[src/rtl/fifo_pkg.sv]
// fifo_pkg: shared width helpers for the parametrised FIFO
package fifo_pkg;
  function automatic int clog2(input int n);
    int r = 0;
    while ((1 << r) < n) r++;
    return r;
  endfunction
  function automatic int addr_w(input int depth);
    return depth > 1 ? clog2(depth) : 1;
  endfunction
  function automatic int cnt_w(input int depth);
    return clog2(depth + 1);
  endfunction
endpackage

[src/rtl/fifo_param_mem.sv]
// fifo_param_mem: WIDTH x DEPTH array, sync write port, registered read port
module fifo_param_mem import fifo_pkg::*; #(
  parameter int WIDTH = 8,
  parameter int DEPTH = 16,
  parameter int AW = addr_w(DEPTH)
) (
  input  logic clk,
  input  logic rst,
  input  logic we,
  input  logic [AW-1:0] waddr,
  input  logic [WIDTH-1:0] wdata,
  input  logic re,
  input  logic [AW-1:0] raddr,
  output logic [WIDTH-1:0] dout
);
  logic [WIDTH-1:0] mem [DEPTH];
  always_ff @(posedge clk)
    if (we) mem[waddr] <= wdata;
  always_ff @(posedge clk)
    if (rst) dout <= '0;
    else if (re) dout <= mem[raddr];
endmodule

[src/rtl/fifo_param.sv]
// fifo_param: parametrised synchronous FIFO with occupancy count and sticky error flags
module fifo_param import fifo_pkg::*; #(
  parameter int WIDTH = 8,
  parameter int DEPTH = 16,
  parameter int PE_LEVEL = 4,
  parameter int PF_LEVEL = 12
) (
  input  logic clk,
  input  logic RESET,
  input  logic [WIDTH-1:0] DATA_IN,
  input  logic WE,
  input  logic RE,
  output logic [WIDTH-1:0] DOUT,
  output logic EF,
  output logic PEF,
  output logic FF,
  output logic PFF,
  output logic [clog2(DEPTH+1)-1:0] COUNT,
  output logic OVF,
  output logic UDF
);
  localparam int AW = addr_w(DEPTH);
  localparam int CW = clog2(DEPTH + 1);
  localparam logic [CW-1:0] FULL_C = CW'(DEPTH);
  localparam logic [CW-1:0] PE_C = CW'(PE_LEVEL);
  localparam logic [CW-1:0] PF_C = CW'(PF_LEVEL);
  localparam logic [AW-1:0] LAST = AW'(DEPTH - 1);
  logic [AW-1:0] wptr, rptr;
  logic wr_ok, rd_ok;
  // a full FIFO still takes a write when a read frees the slot in the same edge
  assign wr_ok = !RESET && WE && (!FF || RE);
  assign rd_ok = !RESET && RE && !EF;
  assign EF = COUNT == '0;
  assign PEF = !EF && COUNT <= PE_C;
  assign FF = COUNT == FULL_C;
  assign PFF = COUNT >= PF_C && !FF;
  always_ff @(posedge clk)
    if (RESET) begin
      wptr <= '0;
      rptr <= '0;
      COUNT <= '0;
      OVF <= 1'b0;
      UDF <= 1'b0;
    end else begin
      if (wr_ok) wptr <= wptr == LAST ? '0 : wptr + 1'b1;
      if (rd_ok) rptr <= rptr == LAST ? '0 : rptr + 1'b1;
      COUNT <= COUNT + CW'(wr_ok) - CW'(rd_ok);
      if (WE && FF && !RE) OVF <= 1'b1;
      if (RE && EF) UDF <= 1'b1;
    end
  fifo_param_mem #(.WIDTH(WIDTH), .DEPTH(DEPTH), .AW(AW)) u_mem (
    .clk(clk),
    .rst(RESET),
    .we(wr_ok),
    .waddr(wptr),
    .wdata(DATA_IN),
    .re(rd_ok),
    .raddr(rptr),
    .dout(DOUT)
  );
endmodule

[config.mk]
export PLATFORM = sky130hd
export DESIGN_NAME = fifo_param
export DESIGN_NICKNAME = d
export VERILOG_FILES = /design/src/rtl/fifo_pkg.sv /design/src/rtl/fifo_param_mem.sv /design/src/rtl/fifo_param.sv
export SDC_FILE = /design/constraint.sdc
export NUM_CORES = 1
export LEC_CHECK = 0
export ABC_AREA = 1
export CORE_UTILIZATION = 52
export CTS_CLUSTER_DIAMETER = 80
export DETAILED_ROUTE_END_ITERATION = 8
export GPL_ROUTABILITY_DRIVEN = 1
export HOLD_SLACK_MARGIN = 0.15
export PLACE_DENSITY = 0.74
export SYNTH_ARGS = -nofsm -noshare
export SYNTH_HDL_FRONTEND = slang
export SYNTH_SLANG_ARGS = --single-unit
[constraint.sdc]
create_clock -name clk -period 2.45 [get_ports clk]
set_clock_uncertainty 0.15 [all_clocks]
set_input_delay 0.49 -clock clk [delete_from_list [all_inputs] [get_ports clk]]
set_output_delay 0.49 -clock clk [all_outputs]
set_load 0.005 [all_outputs]
# Word level (Yosys, flattened, before mapping)
# Memory sizes are Yosys's and may differ from the RTL's. A register that Yosys moved wholly into a read port is not among the register bits.
# Cells that the tools add are included.
# classes
multipliers	0
shift	0
eq_ne	3
order_cmp	2
bitwise_logic	0
n_mux	4
div_mod_pow	0
n_reduce_logical	15
addsub	4
# ops
cell	count
$logic_and A1 B1 Y1	9
$add A4 B1 Y4 const B	2
$eq A4 B4 Y1 const B	2
$mux W4	2
$add A5 B1 Y5	1
$eq A5 B5 Y1 const B	1
$ge A5 B4 Y1 const B	1
$le A5 B3 Y1 const B	1
$logic_not A5 Y1	1
$sub A5 B1 Y5	1
$logic_not A1 Y1	4
$mux W1	2
$logic_or A1 B1 Y1	1
# word_totals
latch_bits	0
regBits	15
ramBits	128
n_memories	1
word_cells	34
rom_bits	0
# memory_table
name	depth	word_bits	rd	rd_clocked_by_memory_dff	wr	line_no	source
u_mem.mem	16	8	1	1	1	fifo_param_mem.sv:16	logic [WIDTH-1:0] mem [DEPTH];

# Logic depth before layout (Yosys ltp)
# logic_depth
depth_word	6
ltp_mapped	17
mapped_depth_nobuf	17

# Modules after synthesis
# From an unflattened synthesis, not the netlist that was laid out.
# hier_totals
cells_unflattened	615
area_unflattened_um2	6538.8
# modules_own_cells
mod	seq_area_each_um2	area_each_um2	cells_each	n_inst
fifo_param_mem	4003.8	5577.8	490	1
fifo_param	300.3	960.9	125	1

# Worst setup path before layout
# OpenSTA, ideal clock, no wires.
# synth_timing
kind	register to register
start	reg COUNT[2]
end	reg COUNT[4]
arrival_time_ps	2493
stages_incl_launch_ff	18
slack_ps	-263
n_path_buf	0
setup_time_ps	70
path_cell_list	dfxtp_1 -> inv_1 -> ha_1 -> nand3_2 -> nand2_2 -> inv_2 -> nand2_4 -> inv_2 -> ha_1 -> inv_1 -> ha_1 -> inv_1 -> fa_1 -> inv_1 -> a21oi_1 -> o21ai_0 -> o21ai_0 -> a21oi_1
# synth_between
elab_cells_between_ends	9
classes_between	2 x add/sub; 1 x eq/ne; 6 x reduce/logical
# synth_rtl
element	line_no	source
start: declaration	fifo_param.sv:18	output logic [clog2(DEPTH+1)-1:0] COUNT,
start signal: assignment	fifo_param.sv:47	COUNT <= COUNT + CW'(wr_ok) - CW'(rd_ok);
$logic_not A5 Y1	fifo_param.sv:33	assign EF = COUNT == '0;
$logic_not A1 Y1	fifo_param.sv:32	assign rd_ok = !RESET && RE && !EF;
$logic_and A1 B1 Y1	fifo_param.sv:32	
via rd_ok	fifo_param.sv:29	logic wr_ok, rd_ok;
$sub A5 B1 Y5	fifo_param.sv:47	
# The timed path passes the listed nets, and every way through them passes these cells.
# A chain may end at the register's enable or synchronous reset.

# Final worst setup path
# Ends and elaborated chain as after synthesis.

==> key figures <==
Clock network
  – Clock root buffer: clkbuf_16
  – # Post-CTS Setup Buffers: 0
  – Clock transition at path regs: 0.06 ns
  – Max H-tree Level: 4
  – CTS Buffer Depth: 2
  – CTS Sinks: 151
  – CTS tree: built
  – Worst skew pair latency: 0.42 ns
  – Cts bufs inserted: 17
  – Hold_buf cts: 0

Power and ir drop
  – Maximum VDD drop: 0.0005565 V
  – PD cells: 924.1 mW/mm²
  – Sw Pwr: 0.002120 W
  – Switching Fraction: 28.28%
  – Gate power share: 24.6%
  – Sequential Power Share: 40.1%
  – Pleak: 3.506 nW
  – Pint: 0.005378 W
  – Clock Power Share: 35.3%

Setup path
  – Register-to-Register Path Depth: 17
  – Critical path class: flip-flop to flip-flop
  – Critical path endpoint category: flip-flop
  – Critical Path Source Type: flip-flop
  – Worst EP required: 2.65 ns
  – CP max FO: 4
  – CP startpoint: COUNT[2]
  – Reg2reg setup slack: -0.01 ns
  – CP endpoint: COUNT[4]
  – Worst endpoint data arrival time: 2.66 ns
  – FF-to-FF Start: COUNT[2]
  – Reg-to-reg endpoint: COUNT[4]

Yosys
  – Synth Cell Area: 0.006731 mm²
  – Yosys cell types: 32
  – Yosys warns: 0
  – Synth area leaders: edfxtp_1 (57%), nand2_1 (13%), nand3_1 (7.1%), dfxtp_1 (6.8%), inv_1 (5.4%)
  – Sequential area share after synthesis: 63.94%
  – Fraction of the mapped netlist area in simple logic gates: 23.09%
  – Main combinational cell family by area after synthesis: simple AND/OR/NAND/NOR gates
  – Post-synthesis mux area share: 0%
  – XOR/XNOR Fraction of Synth Area: 0.1301%
  – Number of synthesized flops with an enable pin: 128
  – Post-synthesis compound-gate area fraction: 1.840%
  – Cell taking the most area after synthesis: edfxtp_1
  – Ys flop type: edfxtp_1
  – Syn nets: 716
  – Adder-Cell Fraction of Synth Area: 3.086%
  – Post-synth top area share: 57.10%
  – Ys async rst share: 0%
  – Synth Instances: 688
  – Synth Area per Inst: 9.784 µm²
  – Synthesis-stage register bit count: 151

Timing
  – Setup WS post-layout: -0.01235 ns
  – Minimum clock period after layout: 2.462 ns
  – Final setup viols: 1
  – Max Freq: 406.1 MHz
  – Max-slew violations: 0
  – Worst-Margin Slew: 0.6892 ns
  – Final hold violation count: 0
  – Part of the cycle the worst path needs: 100.5%
  – RSZ-0062 raised after global routing: true
  – Setup_tns: -0.01235 ns
  – Max_slew headroom: 53.91%

Status
  – Violated checks: negative setup slack
  – Status: complete, but fails checks

Finish
  – Area Growth Syn to Fin: 20.54%
  – Most frequent cells in the layout: nand2_1 (230), edfxtp_1 (128), nand3_1 (95), inv_1 (92), buf_4 (46)
  – ANT cells: 0
  – Nets: 784
  – Layout cells sized above 1: 13.26%
  – Util after Layout: 64.30%
  – Non-Filler Instances: 941
  – Commonest non-fill, non-tap cell in the layout: nand2_1

GRT
  – First-pass GRT wire length: 23.67 mm
  – Tot GR Track Use: 24.33%
  – Largest net degree at the start of global routing: 41
  – Vias in the first global route: 4803
  – Total gr overflow: 0
  – Initial antenna violation count: 0

Die
  – Core Area: 0.01262 mm²
  – Initial Utilization: 53.34%
  – Die Y-Extent: 115.8 µm
  – Die ar.: 0.01340 mm²
  – Row cnt: 41
  – Die Width: 115.8 µm
  – Top-Level Pins: 31

Detailed routing
  – Via count: 4872
  – Post-route ant nets: 0
  – DR vias/cell: 5.177
  – Final WL: 15.09 mm
  – Pre-Repair DR Iteration Count: 5
  – WL/cell: 16.03 µm
  – DR iter-0 viols: 349
  – Final routed DRC violation total: 0

Placement
  – Dpl hpwl: 10.07 mm
  – Routability cong.: 0.9008
  – Placed cells: 909
  – Port Buffer Count: 30

Flow run
  – Max cap viols: 0

Hold path
  – Hold Path Class: flip-flop to flip-flop
## sequential cells by signal, indices dropped and copies added, names as in the netlist
name / count
wptr: 4
rptr: 4
COUNT: 5
OVF: 1
u_mem.mem: 128
UDF: 1
u_mem.dout: 8
## routing by layer
metal / part of all wire [%] / global-route usage (%) / up-vias / routed length, µm
li1: - / - / 2357 / -
met1: 40 / 29.42 / 2301 / 6076
met2: 51 / 41.79 / 171 / 7717
met3: 5.2 / 4.916 / 43 / 777
met4: 3.4 / 11.79 / 0 / 515
met5: 0 / 0 / - / 0
## synthesized netlist by cell type, types with 2 or more instances
| library cell | instances |
|---|---|
| nand3_1 | 95 |
| dfxtp_1 | 23 |
| edfxtp_1 | 128 |
| buf_2 | 12 |
| o21ai_0 | 7 |
| a21oi_1 | 7 |
| buf_4 | 6 |
| clkbuf_1 | 7 |
| clkinv_1 | 2 |
| inv_2 | 4 |
| ha_1 | 15 |
| nor3_1 | 2 |
| nor2_1 | 31 |
| a211oi_1 | 2 |
| nand2_4 | 2 |
| nand2_2 | 4 |
| nand2_1 | 230 |
| inv_1 | 97 |
## kinds of logic after synthesis
logic type | after synthesis
AND/OR/NAND/NOR | 369
XOR/XNOR | 1
adder cells (fa/ha/maj) | 16
buffers and inverters | 130
AO/OA/AOI/OAI | 21
flip-flops | 151
## area by class of cell
cell class / instances / area (µm²)
multi-input combinational: 407 / 1946
sequential: 151 / 4312
clock buffer: 22 / 444.2
timing repair buffer: 76 / 645.6
inverter: 103 / 396.6
tap: 172 / 215.2
fill: 976 / 4506
clock inverter: 10 / 155.1
## critical path, stage by stage, from the launching register on
cell and delay (ns):
dfxtp_2 0.32, inv_2 0.07, ha_4 0.16, nand3_4 0.10, nand2_4 0.10, inv_4 0.04, nand2_4 0.06, inv_4 0.04
ha_4 0.22, inv_1 0.06, ha_2 0.17, inv_2 0.04, fa_2 0.34, inv_2 0.06, a21oi_1 0.07, o21ai_2 0.17
o21ai_1 0.10, a21oi_1 0.11
## power groups by stage
stage	Combinational (W)	Sequential (W)	Clock, W
6_report	0.00185	0.00300	0.00265
4_1_cts	0.00182	0.00300	0.00267
5_1_grt	0.00203	0.00302	0.00277
3_5_place_dp	0.00180	0.00304	0
2_1_floorplan	0.00106	0.00305	0
3_3_place_gp	0.00175	0.00304	0
## stage by stage
| step | instance area [µm²] | hold slack, ns | setup WS, ns | total power [W] |
|---|---|---|---|---|
| 6_report | 8114 | 0.3183 | -0.01235 | 0.007498 |
| 5_1_grt | 8114 | 0.3446 | -0.09466 | 0.007817 |
| 4_1_cts | 8105 | 0.3181 | 0.01209 | 0.007493 |
| 3_5_place_dp | 7502 | 0.3043 | -0.4045 | 0.004840 |
| 3_3_place_gp | 7502 | 0.3026 | -0.2904 | 0.004788 |
| 2_1_floorplan | 6787 | 0.3105 | 0.002995 | 0.004115 |
## repair_timing
action,CTS,global route
setup endpoints to repair,4,4
cloned,0,0
resized for setup,9,3
pin swaps,5,1
## how the worst min path moves through the flow
stage | from | cells past startpoint | end
3_3_place_gp | UDF | 1 | UDF
5_1_grt | UDF | 1 | UDF
3_5_place_dp | UDF | 1 | UDF
6_report | UDF | 1 | UDF
4_1_cts | UDF | 1 | UDF
2_1_floorplan | OVF | 2 | OVF
Note: power is estimated with default switching activity, not from simulation.
